===== config.mk =====
export PLATFORM = sky130hd
export DESIGN_NAME = crot_unit_flat
export DESIGN_NICKNAME = d
export VERILOG_FILES = /design/src/rtl/crot_if.sv /design/src/rtl/crot_unit.sv /design/src/flat_wrapper.sv
export SDC_FILE = /design/constraint.sdc
export NUM_CORES = 1
export LEC_CHECK = 0
export CAP_MARGIN = 20
export CORE_MARGIN = 5
export CORE_UTILIZATION = 30
export DETAILED_ROUTE_END_ITERATION = 10
export GPL_TIMING_DRIVEN = 0
export SKIP_LAST_GASP = 1
export SYNTH_ARGS = -nofsm -noshare
export SYNTH_HDL_FRONTEND = slang
export SYNTH_SLANG_ARGS = --single-unit
export TNS_END_PERCENT = 100

===== constraint.sdc =====
create_clock -name clk -period 13.9 [get_ports clk]
set_input_delay 2.085 -clock clk [delete_from_list [all_inputs] [get_ports clk]]
set_output_delay 2.085 -clock clk [all_outputs]
set_load 0.02 [all_outputs]

===== src/rtl/crot_if.sv =====
// Handshake bundle for the controlled-rotation unit: an input beat channel and a rotated output channel.
interface crot_if #(
    parameter int unsigned W  = 8,
    parameter int unsigned KW = 3
);
    logic                in_valid;
    logic                in_ready;
    logic signed [W-1:0] in_r;
    logic signed [W-1:0] in_i;
    logic [KW-1:0]       k;
    logic                ctrl;
    logic                inv;
    logic                out_valid;
    logic                out_ready;
    logic signed [W-1:0] out_r;
    logic signed [W-1:0] out_i;
    logic                out_sat;

    modport master (
        output in_valid, in_r, in_i, k, ctrl, inv, out_ready,
        input  in_ready, out_valid, out_r, out_i, out_sat
    );

    modport slave (
        input  in_valid, in_r, in_i, k, ctrl, inv, out_ready,
        output in_ready, out_valid, out_r, out_i, out_sat
    );
endinterface


===== src/rtl/crot_unit.sv =====
// Controlled phase rotation by 2*pi/2^k on a fixed-point complex amplitude.
// Three-stage pipeline (operands, products, round/saturate) with a global stall enable.
module crot_unit #(
    parameter int unsigned W    = 8,
    parameter int unsigned FRAC = 4,
    parameter int unsigned KW   = 3
) (
    input  logic    clk,
    input  logic    rst_n,
    crot_if.slave   bus
);
    localparam int unsigned KN = 1 << KW;
    localparam int unsigned PW = 2 * W;
    localparam int unsigned SW = 2 * W + 1;
    localparam real         PI = 3.14159265358979323846;

    localparam logic signed [SW-1:0] HALF = SW'(1 << (FRAC - 1));
    localparam logic signed [SW-1:0] MAXV = SW'((1 << (W - 1)) - 1);
    localparam logic signed [SW-1:0] MINV = ~MAXV;

    // Rounded cos/sin of 2*pi/2^k, fixed at elaboration.
    logic signed [W-1:0] cos_tab [KN];
    logic signed [W-1:0] sin_tab [KN];

    for (genvar g = 0; g < KN; g++) begin : g_tab
        localparam real ANG = 2.0 * PI / real'(1 << g);
        localparam int  CV  = $rtoi($floor($cos(ANG) * real'(1 << FRAC) + 0.5));
        localparam int  SV  = $rtoi($floor($sin(ANG) * real'(1 << FRAC) + 0.5));
        assign cos_tab[g] = W'(CV);
        assign sin_tab[g] = W'(SV);
    end

    logic en;
    assign en           = bus.out_ready | ~bus.out_valid;
    assign bus.in_ready = en;

    logic                s1_v, s1_ctrl;
    logic signed [W-1:0] s1_r, s1_i, s1_c, s1_s;

    logic                s2_v, s2_ctrl;
    logic signed [W-1:0] s2_r, s2_i;
    logic signed [PW-1:0] s2_rc, s2_is, s2_rs, s2_ic;

    // S1: operands and table lookup; inverse rotation flips the sine.
    always_ff @(posedge clk or negedge rst_n) begin
        if (!rst_n) begin
            s1_v    <= 1'b0;
            s1_ctrl <= 1'b0;
            s1_r    <= '0;
            s1_i    <= '0;
            s1_c    <= '0;
            s1_s    <= '0;
        end else if (en) begin
            s1_v    <= bus.in_valid;
            s1_ctrl <= bus.ctrl;
            s1_r    <= bus.in_r;
            s1_i    <= bus.in_i;
            s1_c    <= cos_tab[bus.k];
            s1_s    <= bus.inv ? -sin_tab[bus.k] : sin_tab[bus.k];
        end
    end

    // S2: full-precision products; raw operands ride along for pass-through.
    always_ff @(posedge clk or negedge rst_n) begin
        if (!rst_n) begin
            s2_v    <= 1'b0;
            s2_ctrl <= 1'b0;
            s2_r    <= '0;
            s2_i    <= '0;
            s2_rc   <= '0;
            s2_is   <= '0;
            s2_rs   <= '0;
            s2_ic   <= '0;
        end else if (en) begin
            s2_v    <= s1_v;
            s2_ctrl <= s1_ctrl;
            s2_r    <= s1_r;
            s2_i    <= s1_i;
            s2_rc   <= PW'(s1_r) * PW'(s1_c);
            s2_is   <= PW'(s1_i) * PW'(s1_s);
            s2_rs   <= PW'(s1_r) * PW'(s1_s);
            s2_ic   <= PW'(s1_i) * PW'(s1_c);
        end
    end

    logic signed [SW-1:0] re_full, im_full, re_sh, im_sh;
    logic signed [W-1:0]  nxt_r, nxt_i;
    logic                 nxt_sat;

    // S3 combine: round half up, then clamp to the W-bit signed range.
    always_comb begin
        nxt_r   = s2_r;
        nxt_i   = s2_i;
        nxt_sat = 1'b0;
        re_full = SW'(s2_rc) - SW'(s2_is) + HALF;
        im_full = SW'(s2_rs) + SW'(s2_ic) + HALF;
        re_sh   = re_full >>> FRAC;
        im_sh   = im_full >>> FRAC;
        if (s2_ctrl) begin
            if (re_sh > MAXV) begin
                nxt_r   = W'(MAXV);
                nxt_sat = 1'b1;
            end else if (re_sh < MINV) begin
                nxt_r   = W'(MINV);
                nxt_sat = 1'b1;
            end else begin
                nxt_r   = W'(re_sh);
            end
            if (im_sh > MAXV) begin
                nxt_i   = W'(MAXV);
                nxt_sat = 1'b1;
            end else if (im_sh < MINV) begin
                nxt_i   = W'(MINV);
                nxt_sat = 1'b1;
            end else begin
                nxt_i   = W'(im_sh);
            end
        end
    end

    // S3 output register.
    always_ff @(posedge clk or negedge rst_n) begin
        if (!rst_n) begin
            bus.out_valid <= 1'b0;
            bus.out_r     <= '0;
            bus.out_i     <= '0;
            bus.out_sat   <= 1'b0;
        end else if (en) begin
            bus.out_valid <= s2_v;
            bus.out_r     <= nxt_r;
            bus.out_i     <= nxt_i;
            bus.out_sat   <= nxt_sat;
        end
    end
endmodule


===== src/flat_wrapper.sv =====
// flat-port wrapper written by rule: the top's interface ports become plain ports
module crot_unit_flat 
#(
    parameter int unsigned W    = 8,
    parameter int unsigned FRAC = 4,
    parameter int unsigned KW   = 3
)
  (clk, rst_n, bus_in_valid, bus_in_r, bus_in_i, bus_k, bus_ctrl, bus_inv, bus_out_ready, bus_in_ready, bus_out_valid, bus_out_r, bus_out_i, bus_out_sat);
  crot_if #(.W(W), .KW(KW)) bus_i ();
  input  logic clk;
  input  logic rst_n;
  input wire logic [$bits(bus_i.in_valid)-1:0] bus_in_valid;
  input wire logic [$bits(bus_i.in_r)-1:0] bus_in_r;
  input wire logic [$bits(bus_i.in_i)-1:0] bus_in_i;
  input wire logic [$bits(bus_i.k)-1:0] bus_k;
  input wire logic [$bits(bus_i.ctrl)-1:0] bus_ctrl;
  input wire logic [$bits(bus_i.inv)-1:0] bus_inv;
  input wire logic [$bits(bus_i.out_ready)-1:0] bus_out_ready;
  output wire logic [$bits(bus_i.in_ready)-1:0] bus_in_ready;
  output wire logic [$bits(bus_i.out_valid)-1:0] bus_out_valid;
  output wire logic [$bits(bus_i.out_r)-1:0] bus_out_r;
  output wire logic [$bits(bus_i.out_i)-1:0] bus_out_i;
  output wire logic [$bits(bus_i.out_sat)-1:0] bus_out_sat;
  assign bus_i.in_valid = bus_in_valid;
  assign bus_i.in_r = bus_in_r;
  assign bus_i.in_i = bus_in_i;
  assign bus_i.k = bus_k;
  assign bus_i.ctrl = bus_ctrl;
  assign bus_i.inv = bus_inv;
  assign bus_i.out_ready = bus_out_ready;
  assign bus_in_ready = bus_i.in_ready;
  assign bus_out_valid = bus_i.out_valid;
  assign bus_out_r = bus_i.out_r;
  assign bus_out_i = bus_i.out_i;
  assign bus_out_sat = bus_i.out_sat;
  crot_unit #(.W(W), .FRAC(FRAC), .KW(KW)) u_core (.clk(clk), .rst_n(rst_n), .bus(bus_i));
endmodule

**After elaboration in Yosys (flattened, before gate mapping)**

Memories as Yosys holds them, arrays and structs flattened. A register that Yosys moved wholly into a read port is not among the register bits.
Index checks and enable logic that the tools add are counted.

- Latch bits: 0
- RAM bits: 0
- Logic and storage cells: 51
- Register bits after elaboration: 126
- ROM bits: 128
- Memories kept: 2
- Bits of input ports: 25

- Equality and inequality tests: 0
- Reduce and logical (&&, ||, !) cells: 1
- Shift-type cells: 0
- $add $sub $neg: 5
- Muxes and demuxes: 14
- Bitwise logic cells: 3
- $lt $le $gt $ge: 5
- Div/mod/pow operators: 0
- Multiply operators: 4

Memories:

| memory | words | width | rd ports | clocked after memory_dff | write ports | line | text |
|---|---|---|---|---|---|---|---|
| (name not given) | 8 | 8 | 1 | 0 | 0 | crot_unit.sv:59 | `s1_s <= bus.inv ? -sin_tab[bus.k] : sin_tab[bus.k];` |
| (name not given) | 8 | 8 | 1 | 1 | 0 | crot_unit.sv:58 | `s1_c <= cos_tab[bus.k];` |

Operator list:

| cell | number |
|---|---|
| 8-bit 2-to-1 mux | 9 |
| 8-bit by 8-bit multiplier with 16-bit output | 4 |
| 17-bit by 5-bit adder with 17-bit output (second input constant) | 2 |
| 13-bit by 8-bit greater-than comparator with 1-bit output (second input constant) | 2 |
| 13-bit by 8-bit less-than comparator with 1-bit output (second input constant) | 2 |
| 16-bit by 16-bit adder with 17-bit output | 1 |
| 16-bit by 16-bit subtractor with 17-bit output | 1 |
| 8-bit negator | 1 |
| 1-bit 2-to-1 mux | 5 |
| 4-bit greater-or-equal comparator (second input constant) | 1 |
| 3-bit inverter with 4-bit output | 1 |
| 1-bit zero test | 1 |
| 1-bit inverter | 1 |
| 1-bit bitwise OR | 1 |

**Logic depth before layout (Yosys ltp)**

Gate-level depths: netlist of run 1.

- Depth after elaboration: 8
- Gate-level depth with buffers: 21
- Depth with buffers taken out: 20

**Worst setup path before layout of run 1**

Ideal clock, no wire load.

- Path type: in2out
- From: input bus_out_ready
- To: output bus_in_ready
- Required time: 11.815 ns
- Slack: 8.760 ns
- Buffers on the path: 3
- Arrival: 3.055 ns
- Stages on the path: 5
- Cell sequence: nor2b_1 clkbuf_1 inv_1 clkbuf_1 clkbuf_1

- Longest elaborated chain between the ends: 1

RTL lines:

| what | line | text |
|---|---|---|
| start, declared | flat_wrapper.sv:18 | `input wire logic [$bits(bus_i.out_ready)-1:0] bus_out_ready;` |
| 1-bit bitwise OR | crot_unit.sv:34 | `assign en = bus.out_ready \| ~bus.out_valid;` |
| end, declared | flat_wrapper.sv:19 | `output wire logic [$bits(bus_i.in_ready)-1:0] bus_in_ready;` |

No other way between the ends.

**Worst setup path in the final report of run 1**

Same ends and word-level chain as after synthesis.

==> results.txt, run 1 <==
----------------------------------------------------
[Route]
  Number of vias after detailed routing ... 12.5k
  Total length of routed wires ... 46100 um
  Detailed Route Iter0 Violations ... 782
  Remaining routing DRC violations ... 0
  DR vias/cell ... 4.80
  Routed length per placed instance ... 17.6 um
  Final ANT Viol Nets ... 0
  Number of iterations in the first detailed-routing pass ... 5

[Logic synthesis]
  Mean instance size in the synthesized netlist ... 8.84 sq um
  Fraction of the yosys area taken by sequential cells ... 20.0%
  Yosys warning total ... 0
  Post-synthesis cell type with the largest combined area ... fa_1
  Leading register cell type out of synthesis ... dfrtp_1
  Post-Synthesis Net Count ... approximately 2.3k
  Count of flip-flops with a built-in enable after synthesis ... 0
  Post-synthesis register bit count ... 130
  Largest cells by area after synthesis ... fa_1 25%, dfrtp_1 20%, ha_1 14%
  Netlist cell types ... 59
  Area fraction of the dominant cell type after synthesis ... 25.3%
  Fraction of synthesis flops using an asynchronous set or reset pin ... between 90% and 100%
  Area of the mapped netlist ... about 0.016 sq mm
  Post-Synthesis Cells ... 1844

[Worst setup path]
  Delay of the slowest cell on the worst path ... 730 ps
  Worst reg2reg startpoint ... u_core.s1_c[6]
  Bufs and invs on worst path ... 6
  Data arrival, critical path ... 5420 ps
  Worst-case reg-to-reg path depth ... 18
  Reg-to-reg slack, setup ... 7480 ps
  Kind of end point of the critical path ... primary output
  Capture instance of the worst register-to-register path ... u_core.s2_rc[14]
  Classification of the worst setup path ... input port to primary output
  Kind of start point of the critical path ... input port
  Max stage delay cell, worst path ... clkdlybuf4s50_1
  Most used cell, CP ... clkbuf_1
  Cell type group with the largest total delay on the critical path ... buffers and inverters
  Crit-path max FO ... 10
  Data required time at the worst endpoint ... 11810 ps
  Crit path cell chain ... clkdlybuf4s50_1, nor2b_1, clkbuf_1, inv_1, clkbuf_1, clkbuf_1, clkdlybuf4s50_1

[Die]
  Die Area ... 0.0591 sq mm
  Top Ports ... 44
  Die boundary height ... about 240 um
  Std-Cell Rows ... 85
  Starting Density ... 30.3%
  Die W ... 243 um
  Core Box Area ... 0.0538 sq mm

[Timing]
  Total of endpoints with negative setup slack in the final report ... 0
  Setup TNS ... 0 ps
  Portion of the clock cycle consumed by the worst path in the final layout ... between 50% and 60%
  Clk_skew ... 13.9 ps
  Max Clock Freq ... approximately 0.13 GHz
  Relative slew slack ... 34.2%
  Fin. max-slew vios ... 0
  Final critical path time including I/O delays and setup ... 7500 ps
  Least-Margin Pin Slew ... 988 ps
  Count of endpoints failing hold in the final timing report ... 0
  Unrepaired setup endpoints after global routing ... false

[CTS]
  Number of hold buffers added after CTS ... 0
  Setup Buffers After CTS ... 0
  TritonCTS clock tree ... done
  Worst-case clock buffer depth ... 2
  Register clock-pin slew on the reported worst setup and hold paths ... approximately 60 ps
  Clock tree root buffer cell ... clkbuf_16
  Number of CTS-inserted buffers ... 17
  Resized cells post-CTS ... 0
  Clock latency on the worst-skew pair ... 430 ps
  Count of clock tree sinks ... 130
  CTS HTree Levels ... 4

[Layout]
  Synthesis-to-layout area growth ... 12.2%
  Most frequent cells in the layout ... 380 x inv_1, 252 x nand2_1, 206 x fa_1, 183 x ha_1, 130 x dfrtp_1
  Post-layout net count ... 2320
  Ratio of cells with drive above 1 in the final layout ... ~2.8%
  Final design utilization ... 34.0%
  Most frequent standard cell in the layout excluding fill and tap cells ... inv_1
  Count of placed standard cells in the final layout, fillers left out ... 2615
  # diodes ... 0

[GRT]
  Initial antenna violation count ... 0
  Sum of overflow across all layers after global routing ... 0
  Global-route wire length before repair ... 74500 um
  Tot GR Track Use ... between 10% and 20%
  Via count of the first global-routing pass ... 13.2k
  Maximum number of pins on one net before global-route repair ... 75

[Place]
  Sum of net half-perimeters after detailed placement ... 37300 um
  Total of buffers placed on input and output ports ... 42
  Routability cong. ... about 0.9
  Placed cell count ... around 2.6k

[Hold path]
  Terminating pin of the worst hold path ... u_core.s2_r[1]
  Launch instance of the worst min-delay path ... u_core.s2_r[1]
  Number of stages on the worst hold path ... 2
  Path category of the worst min-delay check ... flip-flop to flip-flop

[Outcome]
  Outcome ... completed

[Job]
  Maximum capacitance violations ... 0

----------------------------------------------------
-- cells in the mapped netlist (all sizes together) (11+ instances only) --
library cell and n:
or3 17, and2 129, a21o 12, nor2b 18
a21boi 11, o31ai 16, a21oi 80, nor2 75
ha 183, dfrtp 130, nand2 252, inv 380
fa 206, xor2 21, nand3 13, clkbuf 61
xnor2 57, nand2b 12, o21ai 72
-- worst min-delay path: stages, from the launching register on --
cell and delay, ps:
dfrtp_1 330, nand2_1 50, nand2_1 50
-- layer usage --
| layer | up-vias | wire length (um) | GRT usage, % |
|---|---|---|---|
| li1 | 5857 | - | - |
| met1 | 6283 | 20000 | 21.2 |
| met2 | 330 | 21900 | 26.6 |
| met3 | 76 | 2730 | 2.41 |
| met4 | 0 | 1420 | 5.02 |
| met5 | - | 0 | 0 |
-- layout make-up --
type,count,area (sq um)
fill,5484,35500
multi-input combinational,1270,11400
sequential,130,3250
inverter,381,1430
tap,696,871
clock buffer,21,470
timing repair buffer,43,449
buffer,63,236
clock inverter,11,198
-- how the worst max path moves through the flow --
stage,endpoint,start,cells after the start
after global routing,bus_in_ready,bus_out_ready,7
after detailed placement,bus_in_ready,bus_out_ready,7
after CTS,bus_in_ready,bus_out_ready,7
after floorplan,bus_in_ready,bus_out_ready,5
after global placement,u_core.s1_r[5],rst_n,1
final,bus_in_ready,bus_out_ready,7
-- per-stage QoR --
stage | hold slack (ps) | area, sq um | worst slack, ps
finish | 462 | 18300 | 6400
global route | 475 | 18300 | 6290
floorplan | 430 | 16300 | 8760
CTS | 465 | 18300 | 6350
detailed placement | 451 | 17600 | 6360
global placement | 444 | 17600 | 5370
-- logic make-up (layout without fill, tap and decap cells) --
kind of cell | count (synthesis) | after routing | synth area share [%]
simple gates | 555 | 555 | 16.2
compound gates | 240 | 240 | 9.56
xor+xnor | 78 | 78 | 4.19
mux | 8 | 8 | 0.522
flops | 130 | 130 | 20.0
fa+ha+maj | 389 | 389 | 39.3
buf+inv | 444 | 519 | 10.2
-- sequential cells by signal, indices dropped and copies added (netlist names), 16 cells and up --
name	cells
u_core.s2_rc	16
u_core.s2_ic	16
u_core.s2_rs	16
u_core.s2_is	16
Power of run 1 is left out: the tool's default activity adds up to more than one toggle a clock period on the data nets, which glitch-free logic cannot reach.
==> inputs of run 2 (changes only) <==
Clock period 13.9 ns to 7.39 ns, I/O delays scaled along.
==> results of run 2 <==
The final DEF is identical to that of run 1. Status: completed.
Among the figures that moved: setup slack after placement 6360 ps -> 981 ps; setup slack after layout 6400 ps -> 965 ps; start point of the critical path bus_out_ready -> u_core.s1_c[6]; end point of the critical path bus_in_ready -> u_core.s2_rc[14]; register-to-register setup slack 7480 ps -> 970 ps
Power of run 2 is left out for the same reason.
==> inputs of run 3 (changes only) <==
Settings changed: GPL_ROUTABILITY_DRIVEN from default to 1.
==> results of run 3 <==
The final DEF is identical to that of run 1. Status: completed.
Among the figures that moved: setup slack after placement 6360 ps -> 981 ps; setup slack after layout 6400 ps -> 965 ps; start point of the critical path bus_out_ready -> u_core.s1_c[6]; end point of the critical path bus_in_ready -> u_core.s2_rc[14]; register-to-register setup slack 7480 ps -> 970 ps
Power of run 3 is left out for the same reason.
